`src/rtl/counter_sequencer.sv`:
```
// counter_sequencer: sequences a WIDTH-bit up-counter for timer / event pacing.
// Start latches period, prescale and mode; the counter steps every prescale+1
// clocks and wraps at the latched period with a tick pulse. One-shot runs end
// with a done pulse; auto-reload runs continue until stop.
module counter_sequencer #(
    parameter int unsigned WIDTH       = 8,
    parameter int unsigned PRESC_WIDTH = 4
) (
    input  logic                   clk,
    input  logic                   reset,
    input  logic                   start,
    input  logic                   stop,
    input  logic                   hold,
    input  logic                   mode,
    input  logic [WIDTH-1:0]       period,
    input  logic [PRESC_WIDTH-1:0] prescale,
    output logic [WIDTH-1:0]       value,
    output logic                   busy,
    output logic                   tick,
    output logic                   done,
    output logic                   overrun
);

    typedef enum logic [1:0] {
        IDLE = 2'd0,
        RUN  = 2'd1,
        HOLD = 2'd2
    } state_t;

    state_t                 state;
    logic [PRESC_WIDTH-1:0] psc_cnt;
    logic [WIDTH-1:0]       period_q;
    logic [PRESC_WIDTH-1:0] presc_q;
    logic                   mode_q;

    // Command decode, prescaler, counter and pulse outputs in one registered FSM.
    always_ff @(posedge clk or negedge reset) begin
        if (!reset) begin
            state    <= IDLE;
            psc_cnt  <= '0;
            period_q <= '0;
            presc_q  <= '0;
            mode_q   <= 1'b0;
            value    <= '0;
            busy     <= 1'b0;
            tick     <= 1'b0;
            done     <= 1'b0;
            overrun  <= 1'b0;
        end else begin
            tick    <= 1'b0;
            done    <= 1'b0;
            overrun <= 1'b0;
            case (state)
                IDLE: begin
                    if (start && !stop) begin
                        period_q <= period;
                        presc_q  <= prescale;
                        mode_q   <= mode;
                        value    <= '0;
                        psc_cnt  <= '0;
                        busy     <= 1'b1;
                        state    <= RUN;
                    end
                end
                RUN, HOLD: begin
                    if (stop) begin
                        value   <= '0;
                        psc_cnt <= '0;
                        busy    <= 1'b0;
                        state   <= IDLE;
                    end else begin
                        if (start) begin
                            overrun <= 1'b1;
                        end
                        if (hold) begin
                            state <= HOLD;
                        end else begin
                            // Leaving HOLD counts on the same edge, so a hold of
                            // N cycles delays the run by exactly N clocks.
                            state <= RUN;
                            if (psc_cnt == presc_q) begin
                                psc_cnt <= '0;
                                if (value == period_q) begin
                                    value <= '0;
                                    tick  <= 1'b1;
                                    if (!mode_q) begin
                                        done  <= 1'b1;
                                        busy  <= 1'b0;
                                        state <= IDLE;
                                    end
                                end else begin
                                    value <= value + WIDTH'(1);
                                end
                            end else begin
                                psc_cnt <= psc_cnt + PRESC_WIDTH'(1);
                            end
                        end
                    end
                end
                default: begin
                    state <= IDLE;
                    busy  <= 1'b0;
                    value <= '0;
                end
            endcase
        end
    end

endmodule

```
`config.mk`:
```
export PLATFORM = sky130hd
export DESIGN_NAME = counter_sequencer
export DESIGN_NICKNAME = d
export VERILOG_FILES = /design/src/rtl/counter_sequencer.sv
export SDC_FILE = /design/constraint.sdc
export NUM_CORES = 1
export LEC_CHECK = 0
export CAP_MARGIN = 30
export CORE_ASPECT_RATIO = 2
export CORE_MARGIN = 2
export CORE_UTILIZATION = 45
export DETAILED_ROUTE_END_ITERATION = 12
export MAX_ROUTING_LAYER = met4
export PLACE_DENSITY_LB_ADDON = 0.15
export SYNTH_ARGS = -nofsm -noshare
export SYNTH_HDL_FRONTEND = slang
export SYNTH_SLANG_ARGS = --single-unit
```
`constraint.sdc`:
```
create_clock -name clk -period 2.5 [get_ports clk]
set_input_delay 0.625 -clock clk [delete_from_list [all_inputs] [get_ports clk]]
set_output_delay 0.625 -clock clk [all_outputs]
set_load 0.05 [all_outputs]
```
# == After elaboration in Yosys (flattened, before gate mapping) ==
# Cells that the tools add are included.
# Widths: inputs -> output; s select.
# word_totals
wordCells,69
regBits,31
# classes
reduce_logical,9
n_addsub,2
eq_ne,9
muxes,39
# ops
cell,n
$mux 8,5
$mux 1,23
$mux 4,4
$pmux 8 s2,1
$ne 3x3->1 const B,4
$add 8x1->8 const B,1
$eq 8x8->1,1
$pmux 4 s2,1
$mux 2,3
$reduce_and 3->1,2
$reduce_and 5->1,1
$add 4x1->4 const B,1
$eq 4x4->1,1
$pmux 2 s2,1
$eq 2x1->1 const B,1
$eq 2x2->1 const B,1
$logic_not 2->1,1
$ne 2x2->1 const B,1
$pmux 1 s2,1
$reduce_and 2->1,1
$reduce_bool 2->1,1
$reduce_or 2->1,1
$logic_and 1x1->1,1
$logic_not 1->1,1

# == Longest topological paths before layout ==
# Gate-level depths: netlist (run 1).
# logic_depth
ltp_word,6
ltp_mapped,8
mapped_depth_nobuf,7

# == Least setup slack after synthesis (run 1) ==
# OpenSTA, ideal clock, no wires.
# synth_path
path_kind,register to register
start,register value[3]
end,register busy
arrival_ns,2.031
path_stages_with_launch,6
setup_slack_ns,0.344
setup_time_ns,0.125
path_cell_list,dfrtp_1 xor2_1 nor4_2 nand2_2 o41a_1 mux2_4
# synth_via
elab_chain_len,3
# synth_rtl
item,line_no,rtl
start: declaration,17,"output logic [WIDTH-1:0] value,"
start signal: assignment,92,value <= value + WIDTH'(1);
$eq 8x8->1,83,if (value == period_q) begin
$ne 3x3->1 (no line),--,
$reduce_and 5->1 (no line),--,
end signal: assignment,69,busy <= 1'b0;
end signal: assignment,88,busy <= 1'b0;
end signal: assignment,102,busy <= 1'b0;
end: declaration,18,"output logic busy,"
# Every way passes these cells.
# A chain may end at the register's enable or synchronous reset.

# == Worst setup path after layout (run 1) ==
# layout_path
start,register value[5]
end,output port value[5]
# No word-level cell between the ends.

==> results of run 1 <==
area by class of cell:
type,instances,area (sq um),share of cell area
Inverter,3,11.3,0.00554
Sequential cell,31,776,0.382
Multi-Input combinational cell,101,783,0.385
Clock buffer,6,82.6,0.0406
Timing Repair Buffer,31,305,0.150
Clock inverter,2,35.0,0.0172
Tap cell,32,40.0,0.0197
where the power goes:
part / switching, uW / leakage, uW / internal (uW) / total (uW)
combinational: 357 / 0.000441 / 340 / 698
clock: 184 / 0.0000612 / 322 / 506
sequential: 112 / 0.000399 / 643 / 755
total: 653 / 0.000902 / 1310 / 1960
state kept, by name, summed over array words and instances, names as in the netlist:
register,cells
busy,1
done,1
mode_q,1
overrun,1
period_q,8
presc_q,4
psc_cnt,4
state,2
tick,1
value,8
logic make-up (layout without fill, tap and decap cells):
logic type               Yosys count  count (layout)  share of synthesized area
AND/OR/NAND/NOR                   43              43                      0.147
flip-flops                        31              31                      0.491
AO/OA/AOI/OAI                     24              24                      0.123
multiplexers                      16              16                      0.116
XOR/XNOR                          14              14                     0.0775
buffers and inverters              6              42                     0.0142
adder cells (fa/ha/maj)            4               4                     0.0316
synthesized netlist by cell type, types with 2 or more instances:
library cell | number | area, sq um
mux2_2 | 14 | 158
inv_1 | 3 | 11.3
clkbuf_1 | 2 | 7.51
nand3_1 | 3 | 15.0
nor2b_1 | 2 | 12.5
xnor2_1 | 6 | 52.6
o21a_1 | 2 | 15.0
nand2_1 | 12 | 45.0
nor3_1 | 4 | 20.0
a22o_1 | 4 | 35.0
ha_1 | 4 | 50.1
o21ai_0 | 2 | 10.0
or2_1 | 2 | 12.5
nand4_1 | 2 | 12.5
dfrtp_1 | 31 | 776
a221o_1 | 6 | 60.1
nand2b_1 | 2 | 12.5
o21ai_1 | 2 | 10.0
a21oi_1 | 2 | 10.0
xor2_1 | 8 | 70.1
nor4_2 | 2 | 25.0
nor2_1 | 6 | 22.5
through the flow:
stage	util	total power [uW]	hold slack, ns
after global routing	0.602	2080	0.533
after CTS	0.602	1980	0.516
after global placement	0.567	1430	0.498
final	0.602	1960	0.511
after detailed placement	0.567	1470	0.506
after floorplan	-	1270	0.329
worst paths after layout:
path	cells after the start	end	startpoint
max reg2reg	5	busy	value[4]
max	1	value[5]	value[5]
min reg2reg	1	done	mode_q
min	1	done	mode_q
max in group asynchronous	2	psc_cnt[3]	reset
min in group asynchronous	2	value[4]	reset
routing by layer:
metal  share of wire  routed length (microns)  GRT usage  vias to the layer above
met3           0.043                      144     0.0392                        8
met1            0.36                     1220      0.192                      584
met4           0.026                       89     0.0987                        0
li1                -                        -          -                      571
met5               0                        0          -                        -
met2            0.57                     1920      0.350                       37
==> results.md, run 1 <==
* FILL cells at 296
* WS Path Type: register to output pin
* Clk buf depth at 2
* Vias in the first global route at 1281
* Mapped cell area at 1580 sq um
* Tcrit/Tclk final at 0.900
* Required time worst endpoint at 1.88 ns
* Core box area at 3380 sq um
* Gpl congestion at 0.886
* Hold-fix buffers, CTS at 0
* Slew @ Worst Pin at 0.626 ns
* Total wire length at 3.37 mm
* Dpl cell area at 1920 sq um
* Hold WC Path Type: register to register
* EDFF count, synth at 0
* PortBufs at 29
* Yosys synthesis warning count at 0
* Worst path max stage delay at 0.86 ns
* First-pass GRT wire length at 5.50 mm
* FF+latch count, synth at 31
* Sequential share of the synthesized area at 0.491
* DP Cell Count at 198
* Die Span Y at 87.8 microns
* P&R area growth vs syn at 28.6%
* Post-route setup slack at 0.250 ns
* Worst Path Max Fanout at 6
* Root buffer cell: clkbuf_8
* Highest Clock Rate at 444 MHz
* Worst path slowest cell: clkdlybuf4s50_1
* Final Instance Area at 2030 sq um
* Pin count of the biggest net entering global routing at 32
* Non-Filler Instances at 206
* Place WS at 0.110 ns
* WL/cell at 16.4 microns
* Die Wd at 45.9 microns
* Drt initial violations at 19
* Post-CTS setup buffer count at 0
* Crit-path cells: clkdlybuf4s50_1
* DR vias/cell at 5.83
* Crit path buffers/inverters at 1
* Die Footprint at 4030 sq um
* Status: finished, final reports clean
* Avg Cell Area, Syn at 11.5 sq um
* Vias at 1200
* Commonest non-fill, non-tap cell in the layout: dfrtp_1
* Final setup viols at 0
* Layout Skew at 0.00676 ns
* Fin. Hold Viols at 0
* Post-CTS sizing at 0
* Clock Sinks at 31
* CTS tree: done
* Layout cells sized above 1 at 0.172
* GR Util All Layers at 0.198
* Post-DP HPWL at 2.62 mm
* ANT cells at 0
* Async S/R FF share, synth at 1.00
* CP Capture Type: output pin
* Synth Flop Type: dfrtp_1
* Unique masters post-synth at 39
* Max-Cap Viols at 0
* Setup_tns at 0 ns
* Initial Util at 0.468
* CP Launch Type: register
* Unrepaired setup endpoints after global routing: false
* Post-route minimum period at 2.25 ns
* Io pins at 30
* Final Max Slew Viols at 0
* R2R setup slack at 0.37 ns
* Power per cell area at 963 nW/um^2
* Remaining antenna violation count at 0
* Cells after Synth at 138
* DRC at 0
* Mapped Nets at 160
* Register clock-pin slew on the reported worst setup and hold paths at 0.06 ns
* 1st-pass router iterations at 4
* Remaining Overflow, GRT at 0
* Cell Rows at 30
* Htree depth at 2
* CP top delay family: buffers and inverters
* Num CTS Buffers at 5
* Most frequent cells in the layout: 31 x dfrtp_1, 29 x clkdlybuf4s50_1, 14 x mux2_2, 12 x nand2_1, 8 x xor2_1
* Antenna violations before repair at 0
* P_leak at 0.000902 uW
* Worst vdd ir at 0.678 mV
* Nets at 195
* Worst EP arrival at 1.62 ns
* Relative slew slack at 0.582
* Clock latency on the worst-skew pair at 0.28 ns
(Power assumes the default switching activity.)
==> run 2, diff against run 1 <==
- CORE_UTILIZATION: 45 -> 40
- SKIP_LAST_GASP: default -> 1
==> run 2 against run 1 <==
Compared with the run above: maximum frequency rose by 0.76%; clock skew decreased by 0.00071 ns; die area up 12%; critical path type unchanged; clock power rose by 2%; wire length rose by 3.6%; largest cell class unchanged; combinational power rose by 2%; sequential cell count did not move; count of clock-buffer cells in the layout stayed put; hold slack better by 0.010 ns; first-iteration DRC count shrank 26%; largest power group unchanged.
==> results.md, run 2 (synthesized netlist as in run 1, its figures left out) <==
* Status: finished, final reports clean
* PortBufs at 29 (unchanged)
* Worst path max stage delay at 0.85 ns (about the same)
* Cell Int Power at 1310 uW (+0.54%)
* Initial Util at 0.411 (-0.0567)
* Clk pwr share at 0.263 (+0.005)
* P_leak at 0.000907 uW (+0.58%)
* Worst vdd ir at 0.898 mV (+33%)
* Core box area at 3840 sq um (+14%)
* Relative slew slack at 0.631 (+0.0498)
* Dpl cell area at 1950 sq um (+1.6%)
* DR vias/cell at 5.33 (-8.5%)
* ANT cells at 0 (unchanged)
* Gpl congestion at 0.918 (+3.7%)
* Net switching power at 659 uW (+0.85%)
* Cell Rows at 32 (+6.7%)
* Drt initial violations at 14 (-5)
* Die Wd at 48.5 microns (+5.5%)
* Unrepaired setup endpoints after global routing: false
* Layout cells sized above 1 at 0.177 (+0.00473)
* WL/cell at 15.5 microns (-5.6%)
* Nets at 196 (+0.51%)
* Worst EP arrival at 1.61 ns (about the same)
* Post-CTS sizing at 0 (unchanged)
* Logic pwr share at 0.360 (+0.004)
* Remaining Overflow, GRT at 0 (unchanged)
* Switching Share at 0.334 (+0.000677)
* Clk buf depth at 2 (unchanged)
* CP Launch Type: register
* Final Instance Area at 2060 sq um (+1.5%)
* Fin. Hold Viols at 0 (unchanged)
* Setup_tns at 0 ns (unchanged)
* Clock Sinks at 31 (unchanged)
* Die Footprint at 4500 sq um (+12%)
* Power per cell area at 955 nW/um^2 (-0.88%)
* CP Capture Type: output pin
* Most frequent cells in the layout: 31 x dfrtp_1, 29 x clkdlybuf4s50_1, 14 x mux2_2, 12 x nand2_1, 8 x xor2_1
* Pin count of the biggest net entering global routing at 32 (unchanged)
* Vias in the first global route at 1291 (+0.78%)
* 1st-pass router iterations at 4 (unchanged)
* Post-CTS setup buffer count at 0 (unchanged)
* P&R area growth vs syn at 30.5%
* Io pins at 30 (unchanged)
* Post-route minimum period at 2.23 ns (-0.0169 ns)
* Slew @ Worst Pin at 0.549 ns (-0.0770 ns)
* Register clock-pin slew on the reported worst setup and hold paths at 0.07 ns (about the same)
* Hold-fix buffers, CTS at 0 (unchanged)
* Crit-path cells: clkdlybuf4s50_1
* Worst path slowest cell: clkdlybuf4s50_1
* Antenna violations before repair at 0 (unchanged)
* Hold WC Path Type: register to register
* Final setup viols at 0 (unchanged)
* Total wire length at 3.49 mm (+3.6%)
* Required time worst endpoint at 1.88 ns (about the same)
* FILL cells at 360 (+22%)
* First-pass GRT wire length at 5.82 mm (+5.9%)
* R2R setup slack at 0.36 ns (about the same)
* Final Max Slew Viols at 0 (unchanged)
* CP top delay family: buffers and inverters
* GR Util All Layers at 0.179 (-0.0193)
* Vias at 1204 (+0.33%)
* DRC at 0 (unchanged)
* Worst Path Max Fanout at 6 (unchanged)
* Commonest non-fill, non-tap cell in the layout: dfrtp_1
* Layout Skew at 0.00605 ns (-0.000709 ns)
* Post-DP HPWL at 2.61 mm (about the same)
* Register share of total power at 0.378 (-0.008)
* Root buffer cell: clkbuf_8
* CTS tree: done
* Die Span Y at 92.9 microns (+5.8%)
* Crit path buffers/inverters at 1 (unchanged)
* Largest regs: period_q x8, value x8
* Clock latency on the worst-skew pair at 0.29 ns (about the same)
* Num CTS Buffers at 5 (unchanged)
* Remaining antenna violation count at 0 (unchanged)
* WS Path Type: register to output pin
* Highest Clock Rate at 448 MHz (+0.76%)
* Tcrit/Tclk final at 0.893 (-0.00676)
* Max-Cap Viols at 0 (unchanged)
* Htree depth at 2 (unchanged)
run 2: cell types whose count changed in the layout (fill, tap and decap cells not counted):
cell and delta:
buf_4 +1
run 2: per-layer routing:
metal  GRT usage  part of all wire  vias up
met5           -                 0        -
met4       0.133             0.030        0
met3      0.0387             0.036        8
met2       0.322              0.58       30
met1       0.161              0.36      593
li1            -                 -      573
run 2: power groups by stage:
stage                     Combinational [uW]  Sequential, uW  Clock [uW]
after floorplan                          497             772           0
after global placement                   692             751           0
after detailed placement                 716             756           0
after CTS                                718             747         535
after global routing                     788             767         550
final                                    709             744         518
run 2: per-stage QoR:
| stage | hold WS, ns | util | total power, uW | cells | worst slack, ns |
|---|---|---|---|---|---|
| after CTS | 0.520 | 0.537 | 2000 | 226 | 0.242 |
| final | 0.522 | 0.537 | 1970 | 226 | 0.267 |
| after floorplan | 0.329 | - | 1270 | 138 | 0.344 |
| after global routing | 0.556 | 0.537 | 2100 | 226 | 0.211 |
| after global placement | 0.504 | 0.507 | 1440 | 218 | 0.215 |
| after detailed placement | 0.511 | 0.507 | 1470 | 218 | 0.167 |
run 2: area by class of cell:
class	count	area, sq um	area share
timing repair buffer	32	313	0.152
tap	51	63.8	0.0309
sequential	31	776	0.376
multi-input combinational	101	783	0.379
clock buffer	6	82.6	0.0400
inverter	3	11.3	0.00545
clock inverter	2	35.0	0.0170
run 2: worst reg2reg max path, stage by stage (launching register included):
cell     delay [ns]
dfrtp_1        0.46
xor2_1         0.20
nor4_2         0.46
nand2_2        0.15
o41a_1         0.46
mux2_4         0.30
run 2: final timing paths:
check	start	end	cells after the start
worst max register to register	value[3]	busy	5
min in group asynchronous	reset	value[6]	2
worst min register to register	mode_q	done	1
worst max-delay path	value[3]	value[3]	1
worst min-delay path	mode_q	done	1
max in group asynchronous	reset	period_q[3]	2
==> run 3, diff against run 2 <==
- HOLD_SLACK_MARGIN: default -> 0.06
- PLACE_DENSITY_LB_ADDON: 0.15 -> default
- SLEW_MARGIN: default -> 20
==> run 3 against run 2 <==
Compared with the run above: count of clock-buffer cells in the layout increased by 1; non-clock buffer count increased by 1; design area decreased by 1.4%; worst setup slack improved by 0.0088 ns; utilization decreased by 0.75 points; highest routed layer unchanged; final cell count increased by 0.44%; via count decreased by 1.7%; critical path depth unchanged; largest power group unchanged; largest cell class unchanged.
==> results.md, run 3 (synthesized netlist as in run 1, its figures left out) <==
* Status: finished, final reports clean
* Max-Cap Viols at 0 (unchanged)
* WL/cell at 14.6 microns (-5.6%)
* Commonest non-fill, non-tap cell in the layout: dfrtp_1
* CTS tree: done
* Root buffer cell: clkbuf_8
* Remaining antenna violation count at 0 (unchanged)
* CP top delay family: buffers and inverters
* Largest regs: period_q x8, value x8
* Required time worst endpoint at 1.88 ns (about the same)
* Clk buf depth at 2 (unchanged)
* Final Max Slew Viols at 0 (unchanged)
* Die Span Y at 92.9 microns (unchanged)
* Worst vdd ir at 0.517 mV (-42%)
* ANT cells at 0 (unchanged)
* Hold WC Path Type: register to register
* Crit path buffers/inverters at 1 (unchanged)
* Nets at 197 (+0.51%)
* Fin. Hold Viols at 0 (unchanged)
* P_leak at 0.000893 uW (-1.6%)
* Die Footprint at 4500 sq um (unchanged)
* Register clock-pin slew on the reported worst setup and hold paths at 0.06 ns (about the same)
* Post-route minimum period at 2.22 ns (-0.00879 ns)
* Clock Sinks at 31 (unchanged)
* Tcrit/Tclk final at 0.890 (-0.00352)
* Highest Clock Rate at 450 MHz (+0.40%)
* Layout cells sized above 1 at 0.170 (-0.00669)
* CP Launch Type: register
* Post-CTS sizing at 0 (unchanged)
* Slew @ Worst Pin at 0.571 ns (+0.0212 ns)
* Post-CTS setup buffer count at 0 (unchanged)
* Worst Path Max Fanout at 6 (unchanged)
* Vias in the first global route at 1221 (-5.4%)
* Post-DP HPWL at 2.55 mm (-2.5%)
* Worst EP arrival at 1.60 ns (about the same)
* Hold-fix buffers, CTS at 0 (unchanged)
* Vias at 1184 (-1.7%)
* Relative slew slack at 0.617 (-0.0143)
* Io pins at 30 (unchanged)
* Crit-path cells: clkdlybuf4s50_1
* DR vias/cell at 5.22 (-2.1%)
* Final setup viols at 0 (unchanged)
* WS Path Type: register to output pin
* Worst path slowest cell: clkdlybuf4s50_1
* Initial Util at 0.411 (unchanged)
* GR Util All Layers at 0.168 (-0.0112)
* CP Capture Type: output pin
* Drt initial violations at 20 (+6)
* Power per cell area at 900 nW/um^2 (-5.7%)
* 1st-pass router iterations at 4 (unchanged)
* PortBufs at 29 (unchanged)
* Worst hold slack at 0.517 ns (-0.00484 ns)
* Tot Pwr at 1830 uW (-7.0%)
* R2R setup slack at 0.44 ns (+0.08 ns)
* Die Wd at 48.5 microns (unchanged)
* Clock latency on the worst-skew pair at 0.29 ns (about the same)
* Unrepaired setup endpoints after global routing: false
* P&R area growth vs syn at 28.7%
* Pin count of the biggest net entering global routing at 32 (unchanged)
* Gpl congestion at 0.836 (-8.9%)
* Num CTS Buffers at 5 (unchanged)
* Cell Rows at 32 (unchanged)
* Setup_tns at 0 ns (unchanged)
* DRC at 0 (unchanged)
* Most frequent cells in the layout: 31 x dfrtp_1, 29 x clkdlybuf4s50_1, 14 x mux2_2, 12 x nand2_1, 8 x xor2_1
* Remaining Overflow, GRT at 0 (unchanged)
* Layout Skew at 0.00364 ns (-0.00241 ns)
* Total wire length at 3.31 mm (-5.2%)
* Htree depth at 2 (unchanged)
* Core box area at 3840 sq um (unchanged)
* First-pass GRT wire length at 5.58 mm (-4.3%)
* Worst path max stage delay at 0.85 ns (about the same)
* Antenna violations before repair at 0 (unchanged)
[run 3: layer usage]
metal | vias to the layer above | part of all wire | global-route usage
met1 | 588 | 0.37 | 0.164
li1 | 567 | - | -
met3 | 6 | 0.040 | 0.0516
met2 | 23 | 0.57 | 0.299
met5 | - | 0 | -
met4 | 0 | 0.020 | 0.0786
[run 3: area by class of cell]
type | count | area [sq um]
sequential | 31 | 776
multi-input combinational | 101 | 783
clock buffer | 7 | 76.3
clock inverter | 1 | 5.00
tap | 51 | 63.8
fill | 376 | 1810
timing repair buffer | 33 | 320
inverter | 3 | 11.3
[run 3: power breakdown]
part           internal [uW]  leakage (uW)  switching [uW]
Clock                    195     0.0000422             182
Combinational            349      0.000452             360
Sequential               643      0.000399             104
[run 3: per-stage QoR]
stage,cell area (sq um),setup slack (ns),utilization,instances
after floorplan,1580,0.344,-,138
after global placement,1950,0.208,0.508,219
after detailed placement,1950,0.185,0.508,219
after CTS,2040,0.269,0.530,227
after global routing,2040,0.216,0.530,227
final,2040,0.276,0.530,227
[run 3: path summary, 6_finish.rpt]
path,start,endpoint,cells after the start
worst min-delay path,mode_q,done,1
worst max register to register,value[3],busy,5
max in group asynchronous,reset,period_q[6],2
worst max-delay path,value[5],value[5],1
worst min register to register,mode_q,done,1
min in group asynchronous,reset,overrun,2
